File: config.mk
export PLATFORM = sky130hd
export DESIGN_NAME = alu_arbiter
export DESIGN_NICKNAME = d
export VERILOG_FILES = /design/src/rtl/alu_arbiter_pkg.sv /design/src/rtl/alu_arbiter_alu.sv /design/src/rtl/alu_arbiter.sv
export SDC_FILE = /design/constraint.sdc
export NUM_CORES = 1
export LEC_CHECK = 0
export ABC_AREA = 0
export CAP_MARGIN = 20
export CORE_MARGIN = 1
export CORE_UTILIZATION = 27
export DETAILED_ROUTE_END_ITERATION = 10
export SLEW_MARGIN = 5
export SYNTH_ARGS = -nofsm -noshare
export SYNTH_HDL_FRONTEND = slang
export SYNTH_SLANG_ARGS = --single-unit
File: constraint.sdc
create_clock -name clk_in -period 6.3 [get_ports clk_in]
set_clock_uncertainty 0.2 [all_clocks]
set_input_delay 1.26 -clock clk_in [delete_from_list [all_inputs] [get_ports clk_in]]
set_output_delay 1.26 -clock clk_in [all_outputs]
set_load 0.1 [all_outputs]
File: src/rtl/alu_arbiter_pkg.sv
// Shared constants for the ALU arbiter: unit-select encoding, FSM states and requester IDs.
package alu_arbiter_pkg;

  localparam logic [2:0] UNIT_ADD  = 3'b000;
  localparam logic [2:0] UNIT_MUL  = 3'b001;
  localparam logic [2:0] UNIT_SHF  = 3'b010;
  localparam logic [2:0] UNIT_MOV  = 3'b011;
  localparam logic [2:0] UNIT_OR   = 3'b100;
  localparam logic [2:0] UNIT_XOR  = 3'b101;
  localparam logic [2:0] UNIT_AND  = 3'b110;
  localparam logic [2:0] UNIT_PASS = 3'b111;

  typedef enum logic [1:0] {
    ST_IDLE = 2'd0,
    ST_EXEC = 2'd1,
    ST_DONE = 2'd2
  } state_e;

  localparam logic REQ_EXEC = 1'b0;
  localparam logic REQ_ADDR = 1'b1;

  function automatic logic [1:0] oneHot(input logic id);
    return id ? 2'b10 : 2'b01;
  endfunction

endpackage

File: src/rtl/alu_arbiter_alu.sv
// Combinational 8-bit ALU shared by both requesters; fed only from registered operands.
module alu_arbiter_alu
  import alu_arbiter_pkg::*;
#(
  parameter int DATA_W = 8
) (
  input  logic [2:0]        unit_sel_i,
  input  logic              op_sel_i,
  input  logic [DATA_W-1:0] acc_i,
  input  logic [DATA_W-1:0] src_i,
  output logic [DATA_W-1:0] res_o
);

  // Signedness of the multiply cannot change the low half of the product, so both
  // flavours share one unsigned multiplier.
  always_comb begin
    res_o = '0;
    case (unit_sel_i)
      UNIT_ADD:  res_o = op_sel_i ? (acc_i + ~src_i + DATA_W'(1)) : (acc_i + src_i);
      UNIT_MUL:  res_o = acc_i * src_i;
      UNIT_SHF:  res_o = op_sel_i ? (acc_i >> src_i[2:0]) : (acc_i << src_i[2:0]);
      UNIT_MOV:  res_o = src_i;
      UNIT_OR:   res_o = acc_i | src_i;
      UNIT_XOR:  res_o = acc_i ^ src_i;
      UNIT_AND:  res_o = acc_i & src_i;
      UNIT_PASS: res_o = acc_i;
      default:   res_o = '0;
    endcase
  end

endmodule

File: src/rtl/alu_arbiter.sv
// Two-requester arbiter around a single ALU: grant in IDLE, evaluate in EXEC,
// pulse done in DONE. Round-robin or fixed priority on ties.
module alu_arbiter
  import alu_arbiter_pkg::*;
#(
  parameter bit RR_EN  = 1'b1,
  parameter int DATA_W = 8
) (
  input  logic              clk_in,
  input  logic              rst_in,
  input  logic [1:0]        req_in,
  input  logic [2:0]        r0_unit_sel_in,
  input  logic              r0_op_sel_in,
  input  logic [DATA_W-1:0] r0_acc_in,
  input  logic [DATA_W-1:0] r0_src_in,
  input  logic [2:0]        r1_unit_sel_in,
  input  logic              r1_op_sel_in,
  input  logic [DATA_W-1:0] r1_acc_in,
  input  logic [DATA_W-1:0] r1_src_in,
  output logic [1:0]        gnt_out,
  output logic [1:0]        done_out,
  output logic [DATA_W-1:0] res_out,
  output logic              zero_out,
  output logic              busy_out
);

  state_e            state_q;
  logic              owner_q;
  logic              last_q;
  logic [2:0]        unit_q;
  logic              opsel_q;
  logic [DATA_W-1:0] acc_q;
  logic [DATA_W-1:0] src_q;
  logic [1:0]        gnt_q;
  logic [1:0]        done_q;
  logic [DATA_W-1:0] res_q;
  logic              zero_q;
  logic              busy_q;
  logic              winner_d;
  logic [DATA_W-1:0] aluRes;

  // On a tie, round-robin picks whoever was not served last; fixed priority picks r0.
  always_comb begin
    winner_d = REQ_EXEC;
    if (req_in == 2'b10) begin
      winner_d = REQ_ADDR;
    end else if (req_in == 2'b11) begin
      winner_d = RR_EN ? ~last_q : REQ_EXEC;
    end
  end

  alu_arbiter_alu #(.DATA_W(DATA_W)) u_alu (
    .unit_sel_i (unit_q),
    .op_sel_i   (opsel_q),
    .acc_i      (acc_q),
    .src_i      (src_q),
    .res_o      (aluRes)
  );

  always_ff @(posedge clk_in or posedge rst_in) begin
    if (rst_in) begin
      state_q <= ST_IDLE;
      owner_q <= REQ_EXEC;
      last_q  <= REQ_ADDR;
      unit_q  <= UNIT_ADD;
      opsel_q <= 1'b0;
      acc_q   <= '0;
      src_q   <= '0;
      gnt_q   <= 2'b00;
      done_q  <= 2'b00;
      res_q   <= '0;
      zero_q  <= 1'b0;
      busy_q  <= 1'b0;
    end else begin
      case (state_q)
        ST_IDLE: begin
          if (req_in != 2'b00) begin
            unit_q  <= winner_d ? r1_unit_sel_in : r0_unit_sel_in;
            opsel_q <= winner_d ? r1_op_sel_in   : r0_op_sel_in;
            acc_q   <= winner_d ? r1_acc_in      : r0_acc_in;
            src_q   <= winner_d ? r1_src_in      : r0_src_in;
            owner_q <= winner_d;
            gnt_q   <= oneHot(winner_d);
            busy_q  <= 1'b1;
            state_q <= ST_EXEC;
          end
        end
        ST_EXEC: begin
          res_q   <= aluRes;
          zero_q  <= (aluRes == '0);
          last_q  <= owner_q;
          done_q  <= oneHot(owner_q);
          state_q <= ST_DONE;
        end
        ST_DONE: begin
          done_q  <= 2'b00;
          gnt_q   <= 2'b00;
          busy_q  <= 1'b0;
          state_q <= ST_IDLE;
        end
        default: begin
          done_q  <= 2'b00;
          gnt_q   <= 2'b00;
          busy_q  <= 1'b0;
          state_q <= ST_IDLE;
        end
      endcase
    end
  end

  assign gnt_out  = gnt_q;
  assign done_out = done_q;
  assign res_out  = res_q;
  assign zero_out = zero_q;
  assign busy_out = busy_q;

endmodule

# After elaboration in Yosys (flattened, before gate mapping)
# Cells that the tools add are included.
# totals
in_bits,44
regBits,38
out_inout_bits,14
wordCells,59
# classes
muxes,18
n_bitwise,6
eq_ne,11
addsub,3
reduce_logical,6
multipliers,1
shifts,2
# ops
op,count
8-bit one-hot mux with 8 select lines,1
8-bit two-way mux,4
8-bit adder,2
3-bit == test (second input constant),4
2-bit one-hot mux with 2 select lines,3
8-bit by 1-bit adder with 8-bit output (second input constant),1
8-bit bitwise AND,1
8-bit zero test,1
8-bit by 8-bit multiplier with 8-bit output,1
2-bit two-way mux,4
8-bit NOT,1
8-bit OR,1
8-bit by 3-bit left shift with 8-bit output,1
8-bit by 3-bit right shift with 8-bit output,1
8-bit bitwise XOR,1
3-bit by 2-bit == test with 1-bit output (second input constant),2
2-bit == test (second input constant),2
1-bit two-way mux,4
2-bit AND reduction,2
3-bit by 1-bit == test with 1-bit output (second input constant),1
3-bit zero test,1
3-bit two-way mux,1
2-bit by 1-bit == test with 1-bit output (second input constant),1
2-bit zero test,1
4 further kinds,5

# Depth between registers and ports, before layout
# Gate-level depths: netlist (run 1).
# logic_depth
word_depth,6
depth_mapped,19
ltp_nobuf,17

# Hierarchy
# A second synthesis (run 1) with hierarchy kept.
# unflattened
cells_unflattened,494
area_unflattened_um2,4272.8
# modules_own_cells
mod,area_per_inst_um2,instances,cells_each
alu_arbiter_alu,2595.0,1,339
alu_arbiter,1677.9,1,155

# Least setup slack after synthesis (run 1)
# OpenSTA, ideal clock, no wires.
# synth_timing
path_type,register to register
from,register src_q[2]
to,"register res_q[7], in the netlist res_out[7]"
path_slack_ns,1.321
path_stages_with_launch,17
t_arrival_ns,4.653
required_ns,5.974
path_cell_list,dfrtp_1 -> clkbuf_1 -> clkbuf_1 -> nand2_1 -> fa_1 -> fa_1 -> inv_1 -> fa_1 -> inv_1 -> fa_1 -> xor2_1 -> xnor3_1 -> xnor3_2 -> xnor3_1 -> a311oi_1 -> o21ai_1 -> mux2_4
# synth_via
elab_chain_len,5
# synth_lines
element,line,source
from (decl),alu_arbiter.sv:33,logic [DATA_W-1:0] src_q;
from (signal assigned),alu_arbiter.sv:81,src_q <= winner_d ? r1_src_in : r0_src_in;
8-bit NOT,alu_arbiter_alu.sv:19,UNIT_ADD: res_o = op_sel_i ? (acc_i + ~src_i + DATA_W'(1)) : (acc_i + src_i);
8-bit adder,alu_arbiter_alu.sv:19,
8-bit by 1-bit adder with 8-bit output,alu_arbiter_alu.sv:19,
8-bit two-way mux,alu_arbiter_alu.sv:19,
8-bit one-hot mux with 8 select lines *,alu_arbiter_alu.sv:18,case (unit_sel_i)
to (signal assigned),alu_arbiter.sv:89,res_q <= aluRes;
to (decl),alu_arbiter.sv:36,logic [DATA_W-1:0] res_q;
# Mark *: on every way between the ends. The rest lies on a longest branch, timed or not.
# A chain may end at the register's enable or synchronous reset.

# Final worst setup path (run 1)
# Same ends and word-level chain as after synthesis.

==> impl_metrics.prom, run 1 <==
# TYPE chip_impl_metric gauge
chip_impl_info{name="outcome",value="finished clean"} 1
chip_impl_info{name="top_layer_used",value="met4"} 1
chip_impl_metric{name="max_cap_viol_count",unit=""} 0
chip_impl_metric{name="r2r_setup_slack",unit="ps"} 880
chip_impl_info{name="critPathCaptureType",value="register"} 1
chip_impl_metric{name="antenna_left",unit=""} 0
chip_impl_info{name="critPathSlowestCell",value="sky130_fd_sc_hd__dfrtp_1"} 1
chip_impl_metric{name="yosys.cell_types.count",unit=""} 53
chip_impl_info{name="cp_top_family",value="adder cells"} 1
chip_impl_metric{name="place_hpwl",unit="mm"} 9.53
chip_impl_metric{name="finalWirelength",unit="mm"} 12.1
chip_impl_metric{name="io_pins",unit=""} 58
chip_impl_metric{name="synth_compound_area_share",unit="%"} 19.9
chip_impl_info{name="mostFrequentLayoutCell",value="sky130_fd_sc_hd__inv_1"} 1
chip_impl_metric{name="fin_cells",unit=""} 716
chip_impl_metric{name="antenna_found_initial",unit=""} 0
chip_impl_metric{name="final_max_slew_viol_count",unit=""} 0
chip_impl_metric{name="final-hold-violation-count",unit=""} 0
chip_impl_metric{name="grt_overflow_total",unit=""} 0
chip_impl_info{name="synth_top_family_by_area",value="compound AO/OA/AOI/OAI gates"} 1
chip_impl_metric{name="critPathBufInv",unit=""} 2
chip_impl_metric{name="routed-wl-met2",unit="mm"} 5.69
chip_impl_metric{name="highest_attainable_clock_frequency",unit="GHz"} 0.185
chip_impl_metric{name="placed_cells",unit=""} 708
chip_impl_info{name="crit_path_cell_chain",value="inv_1, nor2_1, fa_1, ha_1, fa_1, inv_1, fa_1, xor2_1, xnor3_1, xnor3_2, xnor3_1, a311oi_1, o21ai_1, mux2_4"} 1
chip_impl_info{name="setup.worst_path.class",value="register to register"} 1
chip_impl_metric{name="worstMarginPinSlew",unit="ps"} 995
chip_impl_metric{name="synth_xor_xnor_area_share",unit="%"} 5.05
chip_impl_metric{name="h-tree-depth",unit=""} 2
chip_impl_info{name="cts_root_buffer",value="sky130_fd_sc_hd__clkbuf_16"} 1
chip_impl_metric{name="first_pass_grt_wire_length",unit="mm"} 20.1
chip_impl_metric{name="cts_post_setup_buffers_inserted",unit=""} 0
chip_impl_metric{name="layout_min_cycle_time",unit="ps"} 5420
chip_impl_metric{name="m1WireLength",unit="mm"} 5.52
chip_impl_metric{name="via_count",unit=""} 3729
chip_impl_metric{name="detailroute.wirelength.met3",unit="um"} 560
chip_impl_metric{name="synth-simple-area-share",unit="%"} 13.9
chip_impl_info{name="startpoint_type",value="register"} 1
chip_impl_metric{name="layout.nets",unit=""} 629
chip_impl_metric{name="number_of_standard_cells_after_synthesis",unit=""} 495
chip_impl_metric{name="n_fill_cell",unit=""} 1550
chip_impl_metric{name="dieArea",unit="um^2"} 15800
chip_impl_metric{name="finish.instance_area",unit="um^2"} 5010
chip_impl_metric{name="avg_inst_size_synth",unit="um^2"} 8.36
chip_impl_info{name="yosys_most_used_dff",value="sky130_fd_sc_hd__dfrtp_1"} 1
chip_impl_metric{name="synthToLayoutAreaGrowth",unit="%"} 21.1
chip_impl_info{name="worstHoldPathType",value="register to register"} 1
chip_impl_metric{name="mux_share_of_post_synthesis_cell_area",unit="%"} 8.85
chip_impl_metric{name="gr-usage-all-layers",unit="%"} 15.7
chip_impl_metric{name="clock_slew_seen_by_the_registers_of_the_worst_setup_and_hold_paths",unit="ps"} 60
chip_impl_metric{name="asyncSetResetFlopFracSynth",unit="%"} 100
chip_impl_metric{name="die_w",unit="um"} 126
chip_impl_metric{name="die_height",unit="um"} 126
chip_impl_metric{name="crit_fanout",unit=""} 18
chip_impl_metric{name="yosys_warnings",unit=""} 0
chip_impl_metric{name="cts_hold_buffers",unit=""} 0
chip_impl_metric{name="worst_slew_slack_as_a_fraction_of_its_limit",unit="%"} 33.5
chip_impl_info{name="rsz_0062_raised_after_global_routing",value="no"} 1
chip_impl_info{name="synth_top_cells_by_area",value="sky130_fd_sc_hd__dfrtp_1, sky130_fd_sc_hd__ha_1, sky130_fd_sc_hd__fa_1, sky130_fd_sc_hd__inv_1, sky130_fd_sc_hd__a222oi_1"} 1
chip_impl_metric{name="synth_edf_count",unit=""} 0
chip_impl_metric{name="fin_worst_hold_slack",unit="ps"} 287
chip_impl_metric{name="grt_max_degree",unit=""} 39
chip_impl_metric{name="crit_arrival",unit="ps"} 5370
chip_impl_metric{name="core_area",unit="um^2"} 14800
chip_impl_info{name="layout.cells.most_common_list",value="sky130_fd_sc_hd__inv_1, sky130_fd_sc_hd__clkdlybuf4s50_1, sky130_fd_sc_hd__nand2_1"} 1
chip_impl_metric{name="yosys.area.top_type_share",unit="%"} 22.4
chip_impl_metric{name="drt-wirelength-per-cell",unit="um"} 16.9
chip_impl_metric{name="cts_inserted_buffers",unit=""} 5
chip_impl_metric{name="mappedNetlistNets",unit=""} 593
chip_impl_info{name="crit_path_frequent_cell",value="sky130_fd_sc_hd__fa_1"} 1
chip_impl_metric{name="placed_cell_area",unit="um^2"} 4860
chip_impl_metric{name="first_global_vias",unit=""} 3827
chip_impl_metric{name="clock_sinks",unit=""} 38
chip_impl_metric{name="critical_path.max_stage_delay",unit="ps"} 730
chip_impl_metric{name="synth_area",unit="um^2"} 4140
chip_impl_metric{name="fin_setup_tns",unit="ps"} 0
chip_impl_metric{name="placement_rows",unit=""} 44
chip_impl_metric{name="worst_ep_required_time",unit="ps"} 6260
chip_impl_metric{name="gp_routability_congestion",unit=""} 0.915
chip_impl_metric{name="fraction_of_layout_cells_with_a_size_suffix_above_1",unit="%"} 6.95
chip_impl_metric{name="layout_worst_path_cycle_share",unit="%"} 86.0
chip_impl_info{name="tritoncts",value="yes"} 1
chip_impl_metric{name="avgViaCountPerCell",unit=""} 5.21
chip_impl_metric{name="cts-resized-gates",unit=""} 0
chip_impl_info{name="synth.largest_area_cell",value="sky130_fd_sc_hd__dfrtp_1"} 1
chip_impl_metric{name="io_buffer_count",unit=""} 57
chip_impl_metric{name="report.final.setup_viol",unit=""} 0
chip_impl_metric{name="synthAdderAreaFrac",unit="%"} 18.9
chip_impl_metric{name="drt_iter0_markers",unit=""} 267
chip_impl_metric{name="dr.pass1.iters",unit=""} 6
chip_impl_metric{name="drcViolationCount",unit=""} 0
chip_impl_metric{name="cts-root-to-sink-buffers",unit=""} 2
chip_impl_metric{name="clk_latency",unit="ps"} 270
chip_impl_metric{name="ys_ff_latch",unit=""} 38
chip_impl_metric{name="ys_seq_area_share",unit="%"} 23.0
chip_impl_metric{name="antennaDiodeCount",unit=""} 0
chip_impl_metric{name="initial_utilization",unit="%"} 28.1
area by class of cell:
type	count	area [um^2]	area share [%]
Sequential cell	38	952	19.0
Timing Repair Buffer	67	646	12.9
Clock inverter	2	12.5	0.250
Inverter	74	278	5.54
Multi-Input combinational cell	345	2760	55.0
Tap cell	184	230	4.59
Clock buffer	6	139	2.77
kinds of logic after synthesis:
| group | after synthesis |
|---|---|
| adders and majority gates | 54 |
| xor gates and xnor gates | 19 |
| and+or+nand+nor | 129 |
| muxes | 28 |
| buffers and inverters | 112 |
| DFF | 38 |
| AOI/OAI and AO/OA | 115 |
cells in the mapped netlist, types with 4 or more instances:
| library cell | number |
|---|---|
| sky130_fd_sc_hd__xnor2_1 | 13 |
| sky130_fd_sc_hd__a222oi_1 | 21 |
| sky130_fd_sc_hd__a21oi_1 | 20 |
| sky130_fd_sc_hd__fa_1 | 14 |
| sky130_fd_sc_hd__inv_1 | 71 |
| sky130_fd_sc_hd__ha_1 | 40 |
| sky130_fd_sc_hd__o21ai_0 | 25 |
| sky130_fd_sc_hd__a31oi_1 | 4 |
| sky130_fd_sc_hd__nand2b_1 | 6 |
| sky130_fd_sc_hd__mux4_2 | 6 |
| sky130_fd_sc_hd__nor3_1 | 11 |
| sky130_fd_sc_hd__dfrtp_1 | 37 |
| sky130_fd_sc_hd__mux2i_1 | 16 |
| sky130_fd_sc_hd__nor2b_1 | 7 |
| sky130_fd_sc_hd__nand3_1 | 9 |
| sky130_fd_sc_hd__o211ai_1 | 10 |
| sky130_fd_sc_hd__mux2_2 | 5 |
| sky130_fd_sc_hd__nor2_1 | 38 |
| sky130_fd_sc_hd__nand2_1 | 46 |
| sky130_fd_sc_hd__clkbuf_1 | 32 |
| sky130_fd_sc_hd__a211oi_1 | 6 |
registers in the layout, indices dropped and copies added, names as in the netlist:
| name | cells |
|---|---|
| last_q | 1 |
| unit_q | 3 |
| res_out | 8 |
| opsel_q | 1 |
| state_q | 2 |
| owner_q | 1 |
| gnt_out | 2 |
| busy_out | 1 |
| src_q | 8 |
| zero_out | 1 |
| acc_q | 8 |
| done_out | 2 |
stage by stage:
stage	utilization [%]	setup slack (ps)
CTS	34.0	887
floorplan	-	1320
detailed placement	33.0	923
global route	34.0	568
global placement	33.0	1050
finish	34.0	884
worst reg2reg max path, delay by kind of cell (launching register included):
family / cells / cell delay [ps]
multiplexers: 1 / 270
flip-flops: 1 / 730
AND/OR/NAND/NOR: 1 / 220
XOR/XNOR: 4 / 1340
adder cells (fa/ha/maj): 4 / 1710
AO/OA/AOI/OAI: 2 / 460
buffers and inverters: 2 / 360
per-layer routing:
| layer | global-route usage [%] | up-vias |
|---|---|---|
| met3 | 2.12 | 20 |
| met4 | 4.61 | 0 |
| met5 | 0 | - |
| li1 | - | 1794 |
| met2 | 26.1 | 120 |
| met1 | 21.1 | 1795 |
path summary, 6_finish.rpt:
check / end / from / depth (start not counted)
worst max-delay path: res_out[7] / src_q[2] / 14
worst min-delay path: res_out[4] / res_out[4] / 2
worst max register to register: res_out[7] / src_q[2] / 14
worst min register to register: res_out[4] / res_out[4] / 2
max in group asynchronous: last_q / rst_in / 3
min in group asynchronous: res_out[3] / rst_in / 3
Power of run 1 is not shown: default switching activity piles up to over one toggle a cycle in this logic, so the estimate is an artifact.
==> inputs of run 2 (changes only) <==
- HOLD_SLACK_MARGIN: default -> 0.12
==> results of run 2 <==
No change in the layout: final DEF, timing and power equal those of run 1.
Power of run 2 is left out for the same reason.
==> inputs of run 3 (changes only) <==
- CORE_UTILIZATION: 27 -> 45
- PLACE_DENSITY: default -> 0.68
==> run 3 against run 2 <==
Effect of this change:
- setup slack better by 200 ps
- core utilization is 21 points higher
- worst hold slack better by 5.1 ps
- via count is 2.6% higher
- maximum frequency is 3.8% higher
- register-to-register slack better by 200 ps
- die area is 39% lower
- count of clock-buffer cells in the layout stayed put
- first-iteration DRC count is 48% higher
- largest cell class unchanged
==> impl_metrics.prom, run 3 (synthesized netlist as in run 1, its figures left out) <==
# TYPE chip_impl_metric gauge
chip_impl_metric{name="fraction_of_layout_cells_with_a_size_suffix_above_1",unit="%"} 7.48
chip_impl_metric{name="placement_rows",unit=""} 34
chip_impl_metric{name="finalWirelength",unit="mm"} 12.1
chip_impl_metric{name="synthToLayoutAreaGrowth",unit="%"} 18.0
chip_impl_metric{name="io_pins",unit=""} 58
chip_impl_info{name="crit_path_cell_chain",value="inv_1, nor2_1, fa_1, ha_1, fa_1, inv_1, fa_1, xor2_1, xnor3_1, xnor3_2, xnor3_1, a311oi_1, o21ai_1, mux2_4"} 1
chip_impl_metric{name="cts_hold_buffers",unit=""} 0
chip_impl_info{name="top_layer_used",value="met4"} 1
chip_impl_info{name="mostFrequentLayoutCell",value="sky130_fd_sc_hd__inv_1"} 1
chip_impl_metric{name="critical_path.max_stage_delay",unit="ps"} 560
chip_impl_metric{name="highest_attainable_clock_frequency",unit="GHz"} 0.192
chip_impl_metric{name="max_cap_viol_count",unit=""} 0
chip_impl_metric{name="crit_arrival",unit="ps"} 5200
chip_impl_metric{name="gp_routability_congestion",unit=""} 0.999
chip_impl_info{name="cts_root_buffer",value="sky130_fd_sc_hd__clkbuf_8"} 1
chip_impl_metric{name="antenna_left",unit=""} 0
chip_impl_metric{name="layout_worst_path_cycle_share",unit="%"} 82.8
chip_impl_metric{name="rr_worst_depth",unit=""} 14
chip_impl_info{name="critical_path_destination",value="res_out[7]"} 1
chip_impl_metric{name="cts_inserted_buffers",unit=""} 5
chip_impl_metric{name="grt_overflow_total",unit=""} 0
chip_impl_metric{name="cts-resized-gates",unit=""} 0
chip_impl_metric{name="drcViolationCount",unit=""} 0
chip_impl_info{name="outcome",value="finished clean"} 1
chip_impl_info{name="critPathCaptureType",value="register"} 1
chip_impl_metric{name="fin_setup_tns",unit="ps"} 0
chip_impl_metric{name="clock_sinks",unit=""} 38
chip_impl_info{name="rr_endpoint",value="res_out[7]"} 1
chip_impl_metric{name="place_hpwl",unit="mm"} 9.45
chip_impl_metric{name="dieArea",unit="um^2"} 9590
chip_impl_metric{name="first_global_vias",unit=""} 3842
chip_impl_info{name="crit_path_frequent_cell",value="sky130_fd_sc_hd__fa_1"} 1
chip_impl_info{name="startpoint_type",value="register"} 1
chip_impl_metric{name="gr-usage-all-layers",unit="%"} 26.7
chip_impl_info{name="critPathSlowestCell",value="sky130_fd_sc_hd__fa_1"} 1
chip_impl_info{name="worstHoldPathType",value="register to register"} 1
chip_impl_metric{name="final-hold-violation-count",unit=""} 0
chip_impl_metric{name="die_w",unit="um"} 97.9
chip_impl_metric{name="worstMarginPinSlew",unit="ps"} 980
chip_impl_info{name="tritoncts",value="yes"} 1
chip_impl_metric{name="antennaDiodeCount",unit=""} 0
chip_impl_metric{name="report.final.setup_viol",unit=""} 0
chip_impl_metric{name="avgViaCountPerCell",unit=""} 5.95
chip_impl_metric{name="die_height",unit="um"} 97.9
chip_impl_metric{name="routed-wl-met2",unit="mm"} 5.55
chip_impl_info{name="setup.worst_path.class",value="register to register"} 1
chip_impl_metric{name="m1WireLength",unit="mm"} 5.37
chip_impl_metric{name="final_max_slew_viol_count",unit=""} 0
chip_impl_metric{name="core_area",unit="um^2"} 8810
chip_impl_metric{name="first_pass_grt_wire_length",unit="mm"} 20.1
chip_impl_metric{name="drt_iter0_markers",unit=""} 394
chip_impl_metric{name="dr.pass1.iters",unit=""} 6
chip_impl_metric{name="h-tree-depth",unit=""} 2
chip_impl_metric{name="worst_ep_required_time",unit="ps"} 6280
chip_impl_info{name="regToRegStartpoint",value="src_q[2]"} 1
chip_impl_metric{name="drt-wirelength-per-cell",unit="um"} 18.8
chip_impl_metric{name="worst_slew_slack_as_a_fraction_of_its_limit",unit="%"} 34.5
chip_impl_metric{name="layout_min_cycle_time",unit="ps"} 5220
chip_impl_info{name="layout.cells.most_common_list",value="sky130_fd_sc_hd__inv_1, sky130_fd_sc_hd__clkdlybuf4s50_1, sky130_fd_sc_hd__nand2_1"} 1
chip_impl_metric{name="initial_utilization",unit="%"} 47.0
chip_impl_metric{name="r2r_setup_slack",unit="ps"} 1080
chip_impl_metric{name="detailroute.wirelength.met3",unit="um"} 938
chip_impl_info{name="timing.critical_path.from",value="src_q[2]"} 1
chip_impl_metric{name="crit_fanout",unit=""} 9
chip_impl_metric{name="layout.nets",unit=""} 632
chip_impl_metric{name="clk_latency",unit="ps"} 290
chip_impl_metric{name="clock_slew_seen_by_the_registers_of_the_worst_setup_and_hold_paths",unit="ps"} 80
chip_impl_metric{name="cts_post_setup_buffers_inserted",unit=""} 0
chip_impl_metric{name="io_buffer_count",unit=""} 57
chip_impl_metric{name="cts-root-to-sink-buffers",unit=""} 2
chip_impl_metric{name="grt_max_degree",unit=""} 39
chip_impl_info{name="rsz_0062_raised_after_global_routing",value="no"} 1
chip_impl_metric{name="antenna_found_initial",unit=""} 0
chip_impl_metric{name="via_count",unit=""} 3827
==> run 3: worst min-delay path by stage <==
stage	startpoint	to	slack (ps)	depth (start not counted)
6_report	res_out[4]	res_out[4]	290	2
5_1_grt	res_out[7]	res_out[7]	330	1
4_1_cts	res_out[0]	res_out[0]	300	2
3_5_place_dp	res_out[0]	res_out[0]	280	2
3_3_place_gp	res_out[0]	res_out[0]	260	2
2_1_floorplan	owner_q	done_out[0]	270	1
==> run 3: area by class of cell <==
class,instances,area [um^2]
clock buffers,6,82.6
clock inverters,2,12.5
fillers,837,3920
inverters,74,278
multi-input cells,345,2760
flip-flops and latches,38,952
well taps,108,135
repair buffers,70,668
==> run 3: layer usage <==
layer / up-vias / global-route usage (%)
li1: 1804 / -
met1: 1816 / 37.2
met2: 188 / 43.0
met3: 19 / 4.01
met4: 0 / 8.04
met5: - / 0
==> run 3: worst max-delay path, delay by kind of cell, from the launching register on <==
family,cells,cell delay [ps]
mux,1,280
simple gates,1,200
fa+ha+maj,4,1770
flops,1,520
compound gates,2,460
xor+xnor,4,1390
buf+inv,2,300
==> run 3: through the flow <==
stage          instance area (um^2)  worst slack (ps)  hold WS (ps)  instances  utilization (%)
2_1_floorplan                  4140              1320           272        495                -
3_3_place_gp                   4790              1300           265        635             54.4
6_report                       4890              1080           292        643             55.5
4_1_cts                        4890              1100           303        643             55.5
3_5_place_dp                   4790              1150           279        635             54.4
5_1_grt                        4890               879           331        643             55.5
Power of run 3 is left out for the same reason.
